File: config.mk
export PLATFORM = sky130hd
export DESIGN_NAME = fractal_sync_br_tx
export DESIGN_NICKNAME = d
export VERILOG_FILES = /design/src/rtl/fractal_sync_pkg.sv /design/src/rtl/fractal_sync_fifo.sv /design/src/rtl/fractal_sync_br_tx.sv
export SDC_FILE = /design/constraint.sdc
export NUM_CORES = 1
export LEC_CHECK = 0
export ABC_AREA = 1
export BUFFER_PORTS_ARGS = -buffer_cell sky130_fd_sc_hd__clkbuf_2
export CAP_MARGIN = 20
export CORE_MARGIN = 2
export CORE_UTILIZATION = 40
export DETAILED_ROUTE_END_ITERATION = 16
export PLACE_DENSITY = 0.68
export REMOVE_ABC_BUFFERS = 1
export SLEW_MARGIN = 40
export SYNTH_ARGS = -nofsm -noshare
export SYNTH_HDL_FRONTEND = slang
export SYNTH_SLANG_ARGS = --single-unit
File: constraint.sdc
create_clock -name clk_i -period 3.75 [get_ports clk_i]
set_input_delay 0.75 -clock clk_i [delete_from_list [all_inputs] [get_ports clk_i]]
set_output_delay 0.75 -clock clk_i [all_outputs]
set_load 0.005 [all_outputs]
File: src/rtl/fractal_sync_pkg.sv
// Shared definitions for the fractal synchronization tree.
package fractal_sync_pkg;

  localparam int unsigned SD_WIDTH = 2;

  typedef enum logic [0:0] {
    IDLE = 1'b0,
    SEND = 1'b1
  } br_tx_state_e;

endpackage

File: src/rtl/fractal_sync_fifo.sv
// Generic synchronous FIFO with registered output, occupancy count and async active-low reset.
module fractal_sync_fifo #(
  parameter int unsigned WIDTH = 8,
  parameter int unsigned DEPTH = 2,
  localparam int unsigned CntW = $clog2(DEPTH + 1),
  localparam int unsigned PtrW = (DEPTH > 1) ? $clog2(DEPTH) : 1
) (
  input  logic             clk_i,
  input  logic             rst_ni,
  input  logic             push_i,
  input  logic [WIDTH-1:0] data_i,
  input  logic             pop_i,
  output logic [WIDTH-1:0] data_o,
  output logic             full_o,
  output logic             empty_o,
  output logic [CntW-1:0]  count_o
);

  logic [WIDTH-1:0] mem_q [DEPTH];
  logic [PtrW-1:0]  wr_ptr_q, rd_ptr_q;
  logic [CntW-1:0]  count_q;
  logic             do_push, do_pop;

  assign full_o  = (count_q == CntW'(DEPTH));
  assign empty_o = (count_q == '0);
  assign count_o = count_q;
  assign data_o  = mem_q[rd_ptr_q];

  // A full FIFO refuses pushes even when a pop frees a slot in the same cycle.
  assign do_push = push_i & ~full_o;
  assign do_pop  = pop_i & ~empty_o;

  always_ff @(posedge clk_i) begin
    if (do_push) begin
      mem_q[wr_ptr_q] <= data_i;
    end
  end

  always_ff @(posedge clk_i or negedge rst_ni) begin
    if (!rst_ni) begin
      wr_ptr_q <= '0;
      rd_ptr_q <= '0;
      count_q  <= '0;
    end else begin
      if (do_push) begin
        wr_ptr_q <= (wr_ptr_q == PtrW'(DEPTH - 1)) ? '0 : wr_ptr_q + 1'b1;
      end
      if (do_pop) begin
        rd_ptr_q <= (rd_ptr_q == PtrW'(DEPTH - 1)) ? '0 : rd_ptr_q + 1'b1;
      end
      case ({do_push, do_pop})
        2'b10:   count_q <= count_q + 1'b1;
        2'b01:   count_q <= count_q - 1'b1;
        default: count_q <= count_q;
      endcase
    end
  end

endmodule

File: src/rtl/fractal_sync_br_tx.sv
// Back-routing response transmitter: buffers completion events and fans a response out to
// every port in the event mask with independent per-port handshakes.
module fractal_sync_br_tx
  import fractal_sync_pkg::*;
#(
  parameter int unsigned IDX_WIDTH  = 1,
  parameter int unsigned FIFO_DEPTH = 2
) (
  input  logic                 clk_i,
  input  logic                 rst_ni,
  input  logic                 evt_valid_i,
  output logic                 evt_ready_o,
  input  logic [SD_WIDTH-1:0]  evt_sd_i,
  input  logic [IDX_WIDTH-1:0] evt_idx_i,
  output logic [SD_WIDTH-1:0]  rsp_valid_o,
  input  logic [SD_WIDTH-1:0]  rsp_ready_i,
  output logic [IDX_WIDTH-1:0] rsp_idx_o [SD_WIDTH],
  output logic                 busy_o
);

  localparam int unsigned CntW = $clog2(FIFO_DEPTH + 1);

  typedef struct packed {
    logic [SD_WIDTH-1:0]  sd;
    logic [IDX_WIDTH-1:0] idx;
  } evt_t;

  evt_t            push_data, head;
  logic            fifo_push, fifo_pop, fifo_full, fifo_empty;
  logic [CntW-1:0] fifo_count, cnt_nx;

  br_tx_state_e         state_q, state_d;
  logic [SD_WIDTH-1:0]  pending_q, pending_d, pend_nx;
  logic [IDX_WIDTH-1:0] idx_q, idx_d;
  logic                 busy_q, busy_d;

  assign evt_ready_o = ~fifo_full;
  assign fifo_push   = evt_valid_i & ~fifo_full;
  assign push_data   = '{sd: evt_sd_i, idx: evt_idx_i};

  fractal_sync_fifo #(
    .WIDTH ($bits(evt_t)),
    .DEPTH (FIFO_DEPTH)
  ) u_fifo (
    .clk_i   (clk_i),
    .rst_ni  (rst_ni),
    .push_i  (fifo_push),
    .data_i  (push_data),
    .pop_i   (fifo_pop),
    .data_o  (head),
    .full_o  (fifo_full),
    .empty_o (fifo_empty),
    .count_o (fifo_count)
  );

  always_comb begin
    pend_nx   = pending_q & ~rsp_ready_i;
    // Load the next head as soon as the last owed port is served: no bubble between events.
    fifo_pop  = ~fifo_empty & (pend_nx == '0);
    pending_d = pend_nx;
    idx_d     = idx_q;
    state_d   = (pend_nx != '0) ? SEND : IDLE;
    if (fifo_pop) begin
      pending_d = head.sd;
      idx_d     = head.idx;
      state_d   = (head.sd != '0) ? SEND : IDLE;
    end
    cnt_nx = fifo_count + CntW'(fifo_push) - CntW'(fifo_pop);
    busy_d = (state_d == SEND) | (cnt_nx != '0);
  end

  always_ff @(posedge clk_i or negedge rst_ni) begin
    if (!rst_ni) begin
      state_q   <= IDLE;
      pending_q <= '0;
      idx_q     <= '0;
      busy_q    <= 1'b0;
    end else begin
      state_q   <= state_d;
      pending_q <= pending_d;
      idx_q     <= idx_d;
      busy_q    <= busy_d;
    end
  end

  assign rsp_valid_o = pending_q;
  assign busy_o      = busy_q;

  always_comb begin
    for (int p = 0; p < SD_WIDTH; p++) begin
      rsp_idx_o[p] = idx_q;
    end
  end

endmodule
==> results <==
- The wire-length estimate of the detail-placed layout is about 770 um.
- The setup clock skew after layout is between 0.004 and 0.005 ns.
- In this run the critical register-to-register path is captured at u_fifo.count_o[1].
- In the final layout, the share of cells above drive strength 1 is around a quarter.
- The number of cells in the design after placement is 98.
- The worst register-to-register path begins at rsp_valid_o[0].
- The relative contribution of the clock network to total power is a little over an eighth.
- The combinational fraction of design power is about 44%.
- The setup-violating endpoint count in the final report is 0.
- The antenna diode count is 0.
- For the worst-skew pair, the clock arrives at the later sink with an insertion delay of 0.27 ns.
- The remaining number of nets flagged by the antenna check after routing is 0.
- The count of buffers added on input and output ports is 13.
- The number of clock sinks is 14.
- The number of hold buffers added after CTS was 0.
- The run finished with clean final reports.
- In the routed design, unresolved DRC markers number 0.
- In this run, synthesis produced a sequential element count of 14.
- The synthesized area divided by synthesized cell count is 9.50 sq um.
- The worst hold-check path type is in2async.
- Yosys printed 0 warnings.
- The post-cts repair resize count is 0.
- The final-layout setup total negative slack is 0 ns.
- The leading cell type in the layout, fill and taps excluded is sky130_fd_sc_hd__nand2_1.
- The CTS tree is built.
- The required arrival time at the worst endpoint is roughly 3 ns.
- Sequential cells were found to cover a little under three fifths of the synthesized design area.
- Setup repair after global routing left no endpoint under its margin.
- For the pin with the worst max-slew slack, the measured transition is between 0.3 and 0.4 ns.
- Once layout is complete, the cells apart from fillers number about 100.
- The clock transition time at the flip-flop clock pins of the worst setup and hold paths is around 0.080 ns.
- Across all layers, the routed design uses about 460 vias.
- In the final design database the tool counted between 90 and 100 nets.
- The final layout contains routed wiring with a total length of 943 um.
- The maximum resistive drop on vdd is slightly above 400 uV.
- After layout, the minimum clock period comes to ~1.9 ns.
- The worst max-slew margin expressed relative to the limit is 77.9%.
- Counting along the longest clock path gives a buffer depth of 2.
- The maximum clock rate is ~0.53 GHz.
- In this run the standard cell core region covers ~1500 sq um.
- Dividing the detail-routed via count by the number of cells gives approximately 4.5.
- The clock tree root driver cell is sky130_fd_sc_hd__clkbuf_4.
- The number of global-route vias before repair is roughly 380.
- The number of antenna violations at the first check in global routing was 0.
- For this configuration, the core starts out at a cell density of about 44%.
- The number of violations reported at the end of detailed-routing iteration 0 is 2.
- By area the synthesized netlist is led by sky130_fd_sc_hd__dfrtp_1 30%, sky130_fd_sc_hd__edfxtp_1 27%, sky130_fd_sc_hd__nand2_1 8.3%.
- The pre-antenna-repair detailed-routing pass consisted of 2 iterations.
- Entering global routing, the biggest net connects 9 pins.
- Routability-driven placement finished with a final weighted congestion of 0.712.
- The global-route usage over all layers is between 10% and 20%.
- The routed length per instance is 9.25 um.
- The number of top-level design ports is 14.
- In this run the power density over the cells is ~820 nW/um^2.
- The first global-routing pass estimated 1540 um of wire.
- Summed over all nets, the switching power comes to approximately 0.24 mW.
- The largest fanout of any net on the critical path is 6.
- The slack of the worst reg-to-reg path is about 2.2 ns.
- The element type at the critical path end is a primary output.
- Synthesis produced a little over 70 cells.
- CTS built an H-tree with a depth of 1.
- The data arrival time of the critical path is approximately 1.1 ns.
- Counting the buffers created by CTS gives 3.
- The net switching share of the total power is between 30% and 40%.
- The top cell types in the final layout, fill and taps aside, are 15 x sky130_fd_sc_hd__nand2_1, 13 x sky130_fd_sc_hd__clkbuf_2, 11 x sky130_fd_sc_hd__inv_1.
- The remaining global-route overflow is 0.
- The cell count of the worst reg-to-reg path is 7.
- The max-cap violation count is 0.
- The die boundary width is approximately 45 um.
- The share of total power dissipated in sequential elements is between 40% and 50%.
- The category of the critical setup timing path is reg2out.
- From synthesis to final layout, the design area changed by 14.3%.
- Synthesis instantiated 19 different standard cells from the library.
- Cell internal power was estimated by the tool at 0.384 mW.
- Once the clock tree was built, the setup fixing pass inserted 0 buffers.
- The floorplan step defined a die boundary enclosing about 2000 sq um.
- The final standard cell utilization of the core is between 50% and 60%.
- The number of slew-limit violations in the final report is 0.
- Hold timing on the final database bottoms out at a slack of just over 0.3 ns.
- The cell area after synthesis is 674 sq um.
- In the finished design, the share of the clock period the worst path needs comes to roughly half.
- The overall power after layout is 0.629 mW.
- The number of rows created at floorplan is 14.
- The leakage power is 0.395 nW.
- STA classifies the critical path startpoint as a flip-flop.
- The vertical die dimension is 45.1 um.
- The number of endpoints with negative hold slack in the final report is 0.
- Summed over all instances, the cell type with the most area after synthesis is sky130_fd_sc_hd__dfrtp_1.
- The share of synthesized area in the top cell type comes to between 20% and 30%.
==> power by group through the flow <==
stage / logic, mW / registers, mW / clock network [mW]
2_1_floorplan: 0.211 / 0.264 / 0
3_3_place_gp: 0.275 / 0.266 / 0
3_5_place_dp: 0.283 / 0.268 / 0
4_1_cts: 0.284 / 0.265 / 0.0912
5_1_grt: 0.324 / 0.272 / 0.0983
6_report: 0.279 / 0.264 / 0.0855
==> per-stage QoR <==
stage          setup slack [ns]  instance area [sq um]
6_report                   1.88                    771
5_1_grt                    1.81                    771
4_1_cts                    1.88                    771
3_5_place_dp               1.70                    744
3_3_place_gp               1.73                    744
2_1_floorplan              1.89                    659
==> logic make-up after synthesis <==
group                    count (synthesis)  share of synthesized area [%]
XOR/XNOR                                 3                           3.90
AND/OR/NAND/NOR                         31                           21.7
flip-flops                              14                           56.4
AO/OA/AOI/OAI                            6                           4.82
buffers and inverters                   15                           9.46
adder cells (fa/ha/maj)                  2                           3.71
==> layout make-up <==
type                    instances  area, sq um
well taps                      16         20.0
fillers                       156          771
repair buffers                 13         65.1
flip-flops and latches         14          380
multi-input cells              42          230
clock buffers                   4         26.3
inverters                      13         48.8
==> layer usage <==
layer	vias up	global-route usage (%)	part of all wire, %
met1	202	13.9	50
li1	247	-	-
met2	14	16.9	43
met5	-	0	0
met4	0	3.53	0
met3	0	7.20	7.1
==> synthesized netlist by cell type (all sizes together) <==
cell type	count
nand2	16
inv	13
nor2	12
dfrtp	8
edfxtp	6
o21ai	4
buf	2
ha	2
nand3	2
xor2	2
a21oi	1
and2	1
o21a	1
xnor2	1
==> how the worst max path moves through the flow <==
stage | start | to | cells after the start
2_1_floorplan | rsp_ready_i[0] | u_fifo.count_o[1] | 8
3_3_place_gp | rsp_ready_i[0] | u_fifo.count_o[1] | 9
3_5_place_dp | rsp_ready_i[0] | u_fifo.count_o[1] | 9
4_1_cts | u_fifo.count_o[0] | evt_ready_o | 3
5_1_grt | u_fifo.count_o[0] | evt_ready_o | 3
6_report | u_fifo.count_o[0] | evt_ready_o | 3
==> critical path, stage by stage (launching register included) <==
cell                       delay [ns]
sky130_fd_sc_hd__dfrtp_1         0.46
sky130_fd_sc_hd__nor2_2          0.21
sky130_fd_sc_hd__inv_2           0.07
sky130_fd_sc_hd__clkbuf_2        0.11
==> registers in the layout, indices dropped and copies added (netlist names) <==
| register | count |
|---|---|
| busy_o | 1 |
| idx_q | 1 |
| rsp_valid_o | 2 |
| u_fifo.count_o | 2 |
| u_fifo.mem_q | 6 |
| u_fifo.rd_ptr_q | 1 |
| u_fifo.wr_ptr_q | 1 |
(Power assumes the default switching activity.)
